**src/rtl/fifo_pin_master.sv**
```systemverilog
// Self-test master for the TT16 nibble-FIFO pins: writes a sequential burst, drains it, counts bad reads.
// Each access is a held winc/rinc pulse plus a settle window so the divided FIFO clocks can see it.
module fifo_pin_master #(
  parameter int D_WIDTH    = 4,
  parameter int CNT_W      = 4,
  parameter int HOLD_CYC   = 4,
  parameter int SETTLE_CYC = 8,
  parameter int TIMEOUT    = 64
) (
  input  logic               clk,
  input  logic               rst_n,
  input  logic               start,
  input  logic [CNT_W-1:0]   burst_len,
  input  logic [D_WIDTH-1:0] seed,
  input  logic [7:0]         dut_out,
  output logic [7:0]         dut_in,
  output logic               busy,
  output logic               done,
  output logic               pass,
  output logic               timeout,
  output logic [CNT_W-1:0]   err_count,
  output logic [D_WIDTH-1:0] last_bad
);

  localparam int CW = $clog2(TIMEOUT + HOLD_CYC + SETTLE_CYC + 1);

  typedef enum logic [3:0] {
    IDLE, WR_CHECK, WR_PULSE, WR_SETTLE,
    RD_CHECK, RD_PULSE, RD_SETTLE, RD_SAMPLE, DONE
  } state_t;

  state_t state, state_nx;

  logic [CW-1:0]      cnt;
  logic [CNT_W-1:0]   len_q, wr_idx, rd_idx;
  logic [D_WIDTH-1:0] seed_q, wdata_nx, rd_exp, rdata;
  logic               full, empty, tmo_hit;
  logic [7:0]         dut_in_nx;
  logic [1:0]         unused_hi;

  assign rdata     = dut_out[D_WIDTH-1:0];
  assign full      = dut_out[4];
  assign empty     = dut_out[5];
  assign unused_hi = dut_out[7:6];
  assign rd_exp    = seed_q + D_WIDTH'(rd_idx);

  always_ff @(posedge clk or negedge rst_n) begin
    if (!rst_n) state <= IDLE;
    else        state <= state_nx;
  end

  // cnt doubles as the stall counter in CHECK states and the hold/settle timer elsewhere
  always_comb begin
    state_nx = state;
    tmo_hit  = 1'b0;
    case (state)
      IDLE:      if (start) state_nx = (burst_len == '0) ? DONE : WR_CHECK;
      WR_CHECK: begin
        if (!full) state_nx = WR_PULSE;
        else if (cnt == CW'(TIMEOUT - 1)) begin
          tmo_hit  = 1'b1;
          state_nx = DONE;
        end
      end
      WR_PULSE:  if (cnt == CW'(HOLD_CYC - 1)) state_nx = WR_SETTLE;
      WR_SETTLE: if (cnt == CW'(SETTLE_CYC - 1))
                   state_nx = ((wr_idx + CNT_W'(1)) == len_q) ? RD_CHECK : WR_CHECK;
      RD_CHECK: begin
        if (!empty) state_nx = RD_PULSE;
        else if (cnt == CW'(TIMEOUT - 1)) begin
          tmo_hit  = 1'b1;
          state_nx = DONE;
        end
      end
      RD_PULSE:  if (cnt == CW'(HOLD_CYC - 1)) state_nx = RD_SETTLE;
      RD_SETTLE: if (cnt == CW'(SETTLE_CYC - 1)) state_nx = RD_SAMPLE;
      RD_SAMPLE: state_nx = ((rd_idx + CNT_W'(1)) == len_q) ? DONE : RD_CHECK;
      DONE:      state_nx = IDLE;
      default:   state_nx = IDLE;
    endcase

    // pins are registered from the next state so winc/rinc align exactly with the pulse states
    wdata_nx  = seed_q + D_WIDTH'(wr_idx);
    dut_in_nx = '0;
    case (state_nx)
      WR_PULSE:  dut_in_nx = {2'b00, 1'b0, 1'b1, wdata_nx};
      WR_SETTLE: dut_in_nx = {2'b00, 1'b0, 1'b0, wdata_nx};
      RD_PULSE:  dut_in_nx = 8'h20;
      default:   dut_in_nx = '0;
    endcase
  end

  always_ff @(posedge clk or negedge rst_n) begin
    if (!rst_n) begin
      dut_in    <= '0;
      busy      <= 1'b0;
      done      <= 1'b0;
      pass      <= 1'b0;
      timeout   <= 1'b0;
      err_count <= '0;
      last_bad  <= '0;
      cnt       <= '0;
      len_q     <= '0;
      seed_q    <= '0;
      wr_idx    <= '0;
      rd_idx    <= '0;
    end else begin
      dut_in <= dut_in_nx;
      done   <= (state == DONE);
      cnt    <= (state_nx != state) ? '0 : cnt + 1'b1;
      case (state)
        IDLE: if (start) begin
          len_q     <= burst_len;
          seed_q    <= seed;
          wr_idx    <= '0;
          rd_idx    <= '0;
          err_count <= '0;
          timeout   <= 1'b0;
          pass      <= 1'b0;
          busy      <= 1'b1;
        end
        WR_SETTLE: if (state_nx != WR_SETTLE) wr_idx <= wr_idx + 1'b1;
        RD_SAMPLE: begin
          rd_idx <= rd_idx + 1'b1;
          if (rdata != rd_exp) begin
            if (err_count != '1) err_count <= err_count + 1'b1;
            last_bad <= rdata;
          end
        end
        DONE: begin
          busy <= 1'b0;
          pass <= (err_count == '0) && !timeout;
        end
        default: ;
      endcase
      if (tmo_hit) timeout <= 1'b1;
    end
  end

endmodule

```
**config.mk**
```make
export PLATFORM = sky130hd
export DESIGN_NAME = fifo_pin_master
export DESIGN_NICKNAME = d
export VERILOG_FILES = /design/src/rtl/fifo_pin_master.sv
export SDC_FILE = /design/constraint.sdc
export NUM_CORES = 1
export LEC_CHECK = 0
export ABC_AREA = 1
export CAP_MARGIN = 25
export CORE_MARGIN = 1.5
export CORE_UTILIZATION = 49
export CTS_BUF_LIST = sky130_fd_sc_hd__clkbuf_4 sky130_fd_sc_hd__clkbuf_8 sky130_fd_sc_hd__clkbuf_16
export DETAILED_ROUTE_END_ITERATION = 10
export PLACE_DENSITY_LB_ADDON = 0.25
export SETUP_SLACK_MARGIN = 0.1
export SYNTH_ARGS = -nofsm -noshare
export SYNTH_HDL_FRONTEND = slang
export SYNTH_SLANG_ARGS = --single-unit
```
**constraint.sdc**
```tcl
create_clock -name clk -period 1.8 [get_ports clk]
set_input_delay 0.27 -clock clk [delete_from_list [all_inputs] [get_ports clk]]
set_output_delay 0.27 -clock clk [all_outputs]
set_load 0.05 [all_outputs]
```
Word-level counts from Yosys, hierarchy flattened. Cells that the tools add are included.

Divide/modulo/power cells: 0. Eq/ne operators: 24. Add/sub/neg operators: 6. Shift-type cells: 0. Multipliers: 0. Bitwise operators: 0. Mux-type cells: 31. Reductions and logical operators: 17. Magnitude comparators: 0.

Operators by type and width (count): $mux W4 (14); $pmux W4 S8 (1); $pmux W4 S2 (3); $eq A4 B3 Y1 const B (5); $pmux W6 S3 (1); $eq A4 B2 Y1 const B (4); $add A4 B1 Y4 const B (3); $logic_not A4 Y1 (3); $reduce_and A2 Y1 (5); $reduce_bool A2 Y1 (5); $add A4 B4 Y4 (2); $eq A4 B4 Y1 (2); $ne A2 B2 Y1 const B (4); $ne A4 B4 Y1 (2); $add A7 B1 Y7 const B (1); $eq A7 B2 Y1 const B (1); $eq A7 B3 Y1 const B (1); $eq A7 B6 Y1 const B (1); $mux W1 (7); $mux W7 (1); $pmux W1 S2 (3); $eq A4 B1 Y1 const B (1); $eq A4 B4 Y1 const B (1); $ne A4 B2 Y1 const B (1); 6 further kinds (6).

Output and inout bits: 20. Bits in read-only memories: 0. Register bits: 47. Bits in latches: 0. Bits of input ports: 19. Bits in writable memories: 0. Memories: 0.

Longest topological paths before layout. Gate-level depths: netlist of the first run.

Depth after elaboration: 8. Depth in mapped cells: 13. Mapped depth without buffers: 13.

Worst setup path after synthesis of the first run. No wires, ideal clock.

Path type: reg-to-reg. Start: reg rd_idx[0]. End: reg err_count[0]. Data arrival time: 1.830 ns. Cell stages (with the launch flop): 12. Library setup time: 0.121 ns. Data required time: 1.679 ns. Slack: -0.151 ns. Path through: dfrtp_1 -> ha_1 -> inv_1 -> fa_1 -> xor2_1 -> nand3_1 -> nor2_1 -> nand2_1 -> nand2_1 -> inv_2 -> nand3_1 -> nand2_1.

Longest elaborated chain between the ends: 4.

RTL lines: start: declaration (line 35) `logic [CNT_W-1:0] len_q, wr_idx, rd_idx;`; start signal: assignment (line 124) `rd_idx <= rd_idx + 1'b1;`; $add A4 B4 Y4 (line 45) `assign rd_exp = seed_q + D_WIDTH'(rd_idx);`; $ne A4 B4 Y1 (line 125) `if (rdata != rd_exp) begin`; $ne A2 B2 Y1 (no source line); $reduce_and A4 Y1 (no source line); end signal: assignment (line 126) `if (err_count != '1) err_count <= err_count + 1'b1;`; end: declaration (line 21) `output logic [CNT_W-1:0] err_count,`.

No other way between the ends. A chain may end at the register's enable or synchronous reset.

Worst setup path in the final report of the first run.
Start: reg rd_idx[0]. End: reg last_bad[0].

Longest elaborated chain between the ends: 3.

RTL lines: $add A4 B4 Y4 (line 45); $ne A4 B4 Y1 (line 125); $reduce_and A2 Y1 (no source line); end signal: assignment (line 127) `last_bad <= rdata;`; end: declaration (line 22) `output logic [D_WIDTH-1:0] last_bad`.

No other way between the ends.

==> results of run 1 <==
## area by class of cell
class,instances,area share [%]
multi-input cells,242,42.8
clock inverters,1,0.850
inverters,43,4.71
flip-flops and latches,45,31.9
clock buffers,7,2.55
well taps,70,2.48
repair buffers,58,14.7
## how the worst max path moves through the flow
stage / end / cells past startpoint
6_report: last_bad[0]$_DFFE_PN0P_ / 11
5_1_grt: last_bad[0]$_DFFE_PN0P_ / 11
4_1_cts: last_bad[2]$_DFFE_PN0P_ / 11
3_5_place_dp: err_count[1]$_DFFE_PN0P_ / 10
3_3_place_gp: err_count[0]$_DFFE_PN0P_ / 11
2_1_floorplan: err_count[0]$_DFFE_PN0P_ / 11
## report_power, final
part           switching (mW)  leakage, nW  internal (mW)  total [mW]
sequential              0.225        0.593           1.24        1.46
combinational            1.32         1.16          0.927        2.24
clock                   0.350       0.0619          0.468       0.818
total                    1.89         1.82           2.63        4.52
## cells in the final DEF (no fill, tap or decap), types with 2 or more instances in the layout
cell	count
nor3_1	4
nand2_1	80
dlymetal6s2s_1	2
nand4_1	8
inv_2	8
xnor2_1	4
ha_4	3
nor2_1	19
xor2_1	13
o21ai_1	2
nand2_2	13
dlygate4sd2_1	12
fa_1	2
nor2_2	13
a21oi_1	6
buf_4	24
o21ai_0	9
ha_1	7
inv_1	34
clkdlybuf4s50_1	15
a21oi_2	3
nand3_2	7
clkbuf_8	6
dfrtp_1	44
nor2_4	5
nand3_1	26
conb_1	2
buf_6	2
nand2_4	4
## synth_stat cells (all sizes together)
| master | n | share of area (%) |
|---|---|---|
| nand2 | 97 | 15 |
| dfrtp | 45 | 42 |
| inv | 43 | 6.1 |
| nor2 | 37 | 7.5 |
| nand3 | 34 | 7.2 |
| xor2 | 13 | 4.3 |
| ha | 11 | 5.2 |
| o21ai | 11 | 2.1 |
| a21oi | 9 | 1.7 |
| nand4 | 8 | 1.9 |
| xnor2 | 6 | 2.0 |
| nor3 | 5 | 1.1 |
| buf | 2 | 0.56 |
| fa | 2 | 1.5 |
| a21o | 1 | 0.28 |
| a22oi | 1 | 0.28 |
| clkbuf | 1 | 0.14 |
| conb | 1 | 0.14 |
| nand3b | 1 | 0.28 |
| o211ai | 1 | 0.28 |
| o21a | 1 | 0.28 |
| o22ai | 1 | 0.23 |
| or2 | 1 | 0.23 |
## cell families after synthesis
kind of cell / count (synthesis) / synth area share (%)
compound gates: 25 / 5.12
xor+xnor: 19 / 6.24
fa+ha+maj: 13 / 6.67
buf+inv: 46 / 6.76
flops: 45 / 42.3
other cells: 1 / 0.141
simple gates: 183 / 32.8
## registers in the layout (all words and copies together), names as in the netlist
signal / flops
cnt: 7
state: 4
len_q: 4
seed_q: 4
busy: 1
dut_in: 6
timeout: 1
done: 1
pass: 1
err_count: 4
wr_idx: 4
last_bad: 4
rd_idx: 4
## through the flow
step	instances	utilization, %	hold slack, ns
finish	466	68.3	0.458
detailed placement	448	61.6	0.264
CTS	459	65.1	0.472
global placement	448	61.6	0.262
global route	466	68.3	0.496
floorplan	333	-	-0.0256
## metal layers
layer	vias to the layer above	global-route usage (%)	part of all wire (%)
met4	0	7.22	1.7
met3	8	4.05	3.8
met1	1136	27.1	45
met5	-	0	0
met2	48	36.5	50
li1	1183	-	-
## timing repair
action	4_1_cts	5_1_grt
pin swaps	6	22
hold endpoints to repair	20	0
endpoints found under the setup margin	27	22
hold buffers	1	0
resized for setup	23	26
buffers inserted	3	8
==> run summary, run 1 <==
Vias = 2375
clock skew = 0.00477 ns
dpl hpwl = 4130 µm
final worst slack = -0.158 ns
share of the yosys chip area belonging to registers = 42.3%
Starting Density = 51.5%
layout overhead on the synthesized area = 32.5%
fin crit share = 109%
vias in the first global route = 2208
CTS sink cnt = 45
initial antenna violation count = 0
pwr/cell area = 1280 nW/µm²
Leak Pwr = 1.82 nW
gpl congestion = 0.843
total gr overflow = 0
setup TNS = -1.08 ns
Register Area = 1130 µm²
peak supply drop = 1.02 mV
layout cells sized above 1 = 25.0%
arrival time worst endpoint = 2.21 ns
crit path launch = rd_idx[0]$_DFFE_PN0P_
Tightest Pin Transition = 0.507 ns
final hold vios = 0
Critical Path RT = 2.05 ns
Detailed Routing Iterations Pass 1 = 4
clock tree buffer depth = 2
Core ar. = 5170 µm²
post-layout min period = 1.96 ns
count of buffers from port buffering = 34
Setup Viol. Count Final = 8
Crit path max-delay family = adder cells
Clock Latency Late Sink = 0.30 ns
CTS Root Cell = clkbuf_8
largest net degree at the start of global routing = 26
r2r worst-path depth = 11
Max Fclk = 511 MHz
fin area = 3530 µm²
worst slew margin relative to its limit = 66.1%
via density per instance = 5.10
RSZ-0062 raised after global routing = true
Cell Chain, Critical Path = ha_2 -> inv_2 -> fa_1 -> xor2_1 -> nand3_1 -> nor2_2 -> nand2_2 -> nand2_4 -> buf_6 -> nand2_1 -> nand2_1
H-tree levels = 2
RR Endpoint = last_bad[0]$_DFFE_PN0P_
critical path fanouts, max = 3
Tot GR Track Use = 21.4%
Synth Warn # = 0
Slowest Stage Delay on Critical Path = 0.48 ns
unique cell type count in the Yosys netlist = 32
Post-Syn Area = 2670 µm²
flop2flop setup slack = -0.16 ns
first-pass GRT wire length = 9970 µm
DIE AREA = 5890 µm²
die height = 76.8 µm
multi-input gate area in the final layout = 1510 µm²
Buf/Inv on CP = 2
pre-CTS setup slack = -0.143 ns
R2R Path Start = rd_idx[0]$_DFFE_PN0P_
final WL = 5960 µm
Syn Area/Cell = 8.03 µm²
CP max stage cell = fa_1
critical path startpoint category = register
cell mode on critical path = nand2_1
row count = 26
DRC violations left = 0
FF+latch count, synth = 45
Wirelength per Cell = 12.8 µm
io pins = 39
CTS tree = done
drt initial violations = 75
clk slew on worst S/H paths = 0.09 ns
Worst Hold Class = input pin to asynchronous set/reset pin
Die Width = 76.8 µm
nets = 427
number of diodes = 0
Cells after Synth = 332
Crit Path Class = register to register
Design Power = 4.52 mW
post-route antenna net violation count = 0
Slew Viols, Final = 0
outcome = complete, but fails checks
failing checks = setup timing
Critical Path End Type = register
TritonCTS Buffers = 5
# fillers = 414
total of max-cap violations = 0
Post-DP Area = 3190 µm²
(Power assumes the default switching activity.)
==> run 2: changes to the inputs <==
--- a/config.mk
+++ b/config.mk
@@ -13,6 +13,7 @@
 export DETAILED_ROUTE_END_ITERATION = 10
 export PLACE_DENSITY_LB_ADDON = 0.25
 export SETUP_SLACK_MARGIN = 0.1
+export SKIP_LAST_GASP = 1
 export SYNTH_ARGS = -nofsm -noshare
 export SYNTH_HDL_FRONTEND = slang
 export SYNTH_SLANG_ARGS = --single-unit
==> run 2 against run 1 <==
The run still ends with setup timing left; clock power about the same; final cell count unchanged; sequential cell count is the same; die area stayed put; clock-buffer cell count stayed put; power decreased by 0.62%; sequential power about the same; worst setup slack improved by 0.017 ns.
==> run summary, run 2 (synthesis gave the netlist of run 1 again) <==
critical path fanouts, max = 3
gpl congestion = 0.843
most frequent cells in the layout = nand2_1 (86), dfrtp_1 (44), inv_1 (34), nand3_1 (27), buf_4 (25)
clock power share = 18.2%
final core occ = 67.6%
CTS sink cnt = 45
total of max-cap violations = 0
pwr/cell area = 1290 nW/µm²
switching pwr = 1.88 mW
row count = 26
Detailed Routing Iterations Pass 1 = 4
clk slew on worst S/H paths = 0.09 ns
Buf/Inv on CP = 2
Design Power = 4.49 mW
via density per instance = 5.09
worst slew margin relative to its limit = 66.1%
Tot GR Track Use = 21.3%
die height = 76.8 µm
Slowest Stage Delay on Critical Path = 0.48 ns
Pint = 2.62 mW
# fillers = 419
dpl hpwl = 4130 µm
R2R Path Start = rd_idx[0]$_DFFE_PN0P_
Critical Path RT = 2.05 ns
first-pass GRT wire length = 9940 µm
fin crit share = 108%
total gr overflow = 0
TritonCTS Buffers = 5
H-tree levels = 2
Vias = 2374
Die Width = 76.8 µm
Clock Latency Late Sink = 0.30 ns
Worst Hold Class = input pin to asynchronous set/reset pin
Tightest Pin Transition = 0.507 ns
Starting Density = 51.5%
RSZ-0062 raised after global routing = true
clock tree buffer depth = 2
Register Area = 1130 µm²
post-route antenna net violation count = 0
largest net degree at the start of global routing = 26
multi-input gate area in the final layout = 1480 µm²
part of the power in registers = 32.5%
nets = 427
clock skew = 0.00450 ns
CTS Root Cell = clkbuf_8
failing checks = setup timing
final WL = 5920 µm
Reg with most FFs = cnt
vias in the first global route = 2208
arrival time worst endpoint = 2.19 ns
routed wl met2 = 2880 µm
layout cells sized above 1 = 22.5%
Largest register FFs = 7
number of diodes = 0
peak supply drop = 1.02 mV
Slew Viols, Final = 0
Logic pwr share = 49.3%
Wirelength per Cell = 12.7 µm
cell mode on critical path = nand2_1
io pins = 39
most common cell after layout, fill and taps aside = nand2_1
Cell Chain, Critical Path = ha_2 -> inv_2 -> fa_1 -> xor2_1 -> nand3_1 -> nor2_2 -> nand2_2 -> nand2_4 -> buf_4 -> nand2_1 -> nand2_1
crit path launch = rd_idx[0]$_DFFE_PN0P_
critical path startpoint category = register
drt initial violations = 89
Setup Viol. Count Final = 8
Critical Path End Type = register
outcome = complete, but fails checks
layout overhead on the synthesized area = 31.2%
count of buffers from port buffering = 34
met3 WL = 228 µm
Leak Pwr = 1.81 nW
initial antenna violation count = 0
CP max stage cell = fa_1
largest registers = cnt: 7 flops, dut_in: 6 flops
CTS tree = done
WL met1 = 2680 µm
Max Fclk = 515 MHz
Core ar. = 5170 µm²
post-layout min period = 1.94 ns
final worst slack = -0.141 ns
DIE AREA = 5890 µm²
Crit Path Class = register to register
highest metal used = met4
DRC violations left = 0
Crit path max-delay family = adder cells
final hold vios = 0
Sw Share = 41.8%
[run 2: worst reg2reg max path, cell delays in order, from the launching register on]
cell and delay [ns]:
dfrtp_1 0.37, ha_2 0.19, inv_2 0.04, fa_1 0.48, xor2_1 0.15, nand3_1 0.10
nor2_2 0.13, nand2_2 0.10, nand2_4 0.10, buf_4 0.12, nand2_1 0.04, nand2_1 0.06
[run 2: power groups by stage]
stage / Clock, mW / Sequential [mW] / Combinational (mW)
after floorplan: 0 / 1.62 / 1.26
after detailed placement: 0 / 1.46 / 2.01
after global routing: 0.878 / 1.49 / 2.47
after CTS: 0.839 / 1.44 / 2.07
final: 0.819 / 1.46 / 2.22
after global placement: 0 / 1.45 / 1.95
[run 2: final cells by class]
type                       count  area share, %
timing repair buffer          58           14.7
inverter                      43           4.76
sequential                    45           32.2
clock inverter                 1          0.859
tap                           70           2.50
multi-input combinational    242           42.4
clock buffer                   7           2.58
[run 2: metrics by stage]
stage          setup slack (ns)  std cells  instance area (µm²)  TNS (ns)  hold slack, ns
2_1_floorplan            -0.113        333                 2670    -0.743         -0.0256
3_3_place_gp            -0.0996        448                 3190    -0.703           0.262
3_5_place_dp             -0.143        448                 3190     -1.24           0.264
4_1_cts                  -0.128        459                 3360    -0.951           0.472
5_1_grt                  -0.290        466                 3500     -3.00           0.496
6_report                 -0.141        466                 3500     -1.01           0.455
[run 2: final timing paths]
check,end,slack [ns],cells past startpoint
max in group asynchronous,state[2]$_DFF_PN0_,0.83,3
setup / recovery,last_bad[2]$_DFFE_PN0P_,-0.14,11
hold / removal,dut_in[1]$_DFF_PN0_,0.46,2
setup reg to reg,last_bad[2]$_DFFE_PN0P_,-0.14,11
hold reg to reg,busy$_DFFE_PN0P_,0.48,2
min in group clk,busy$_DFFE_PN0P_,0.48,2
[run 2: what timing repair did]
action                                  CTS  global route
pin swaps                                 6            16
endpoints found under the setup margin   27            22
setup buffers                             3             8
hold buffers                              1             0
resized for setup                        22            16
hold endpoints to repair                 20             0
[run 2: per-layer routing]
metal,up-vias,track usage [%]
met5,-,0
met2,46,36.5
met4,0,7.22
li1,1183,-
met1,1135,27.0
met3,10,4.05
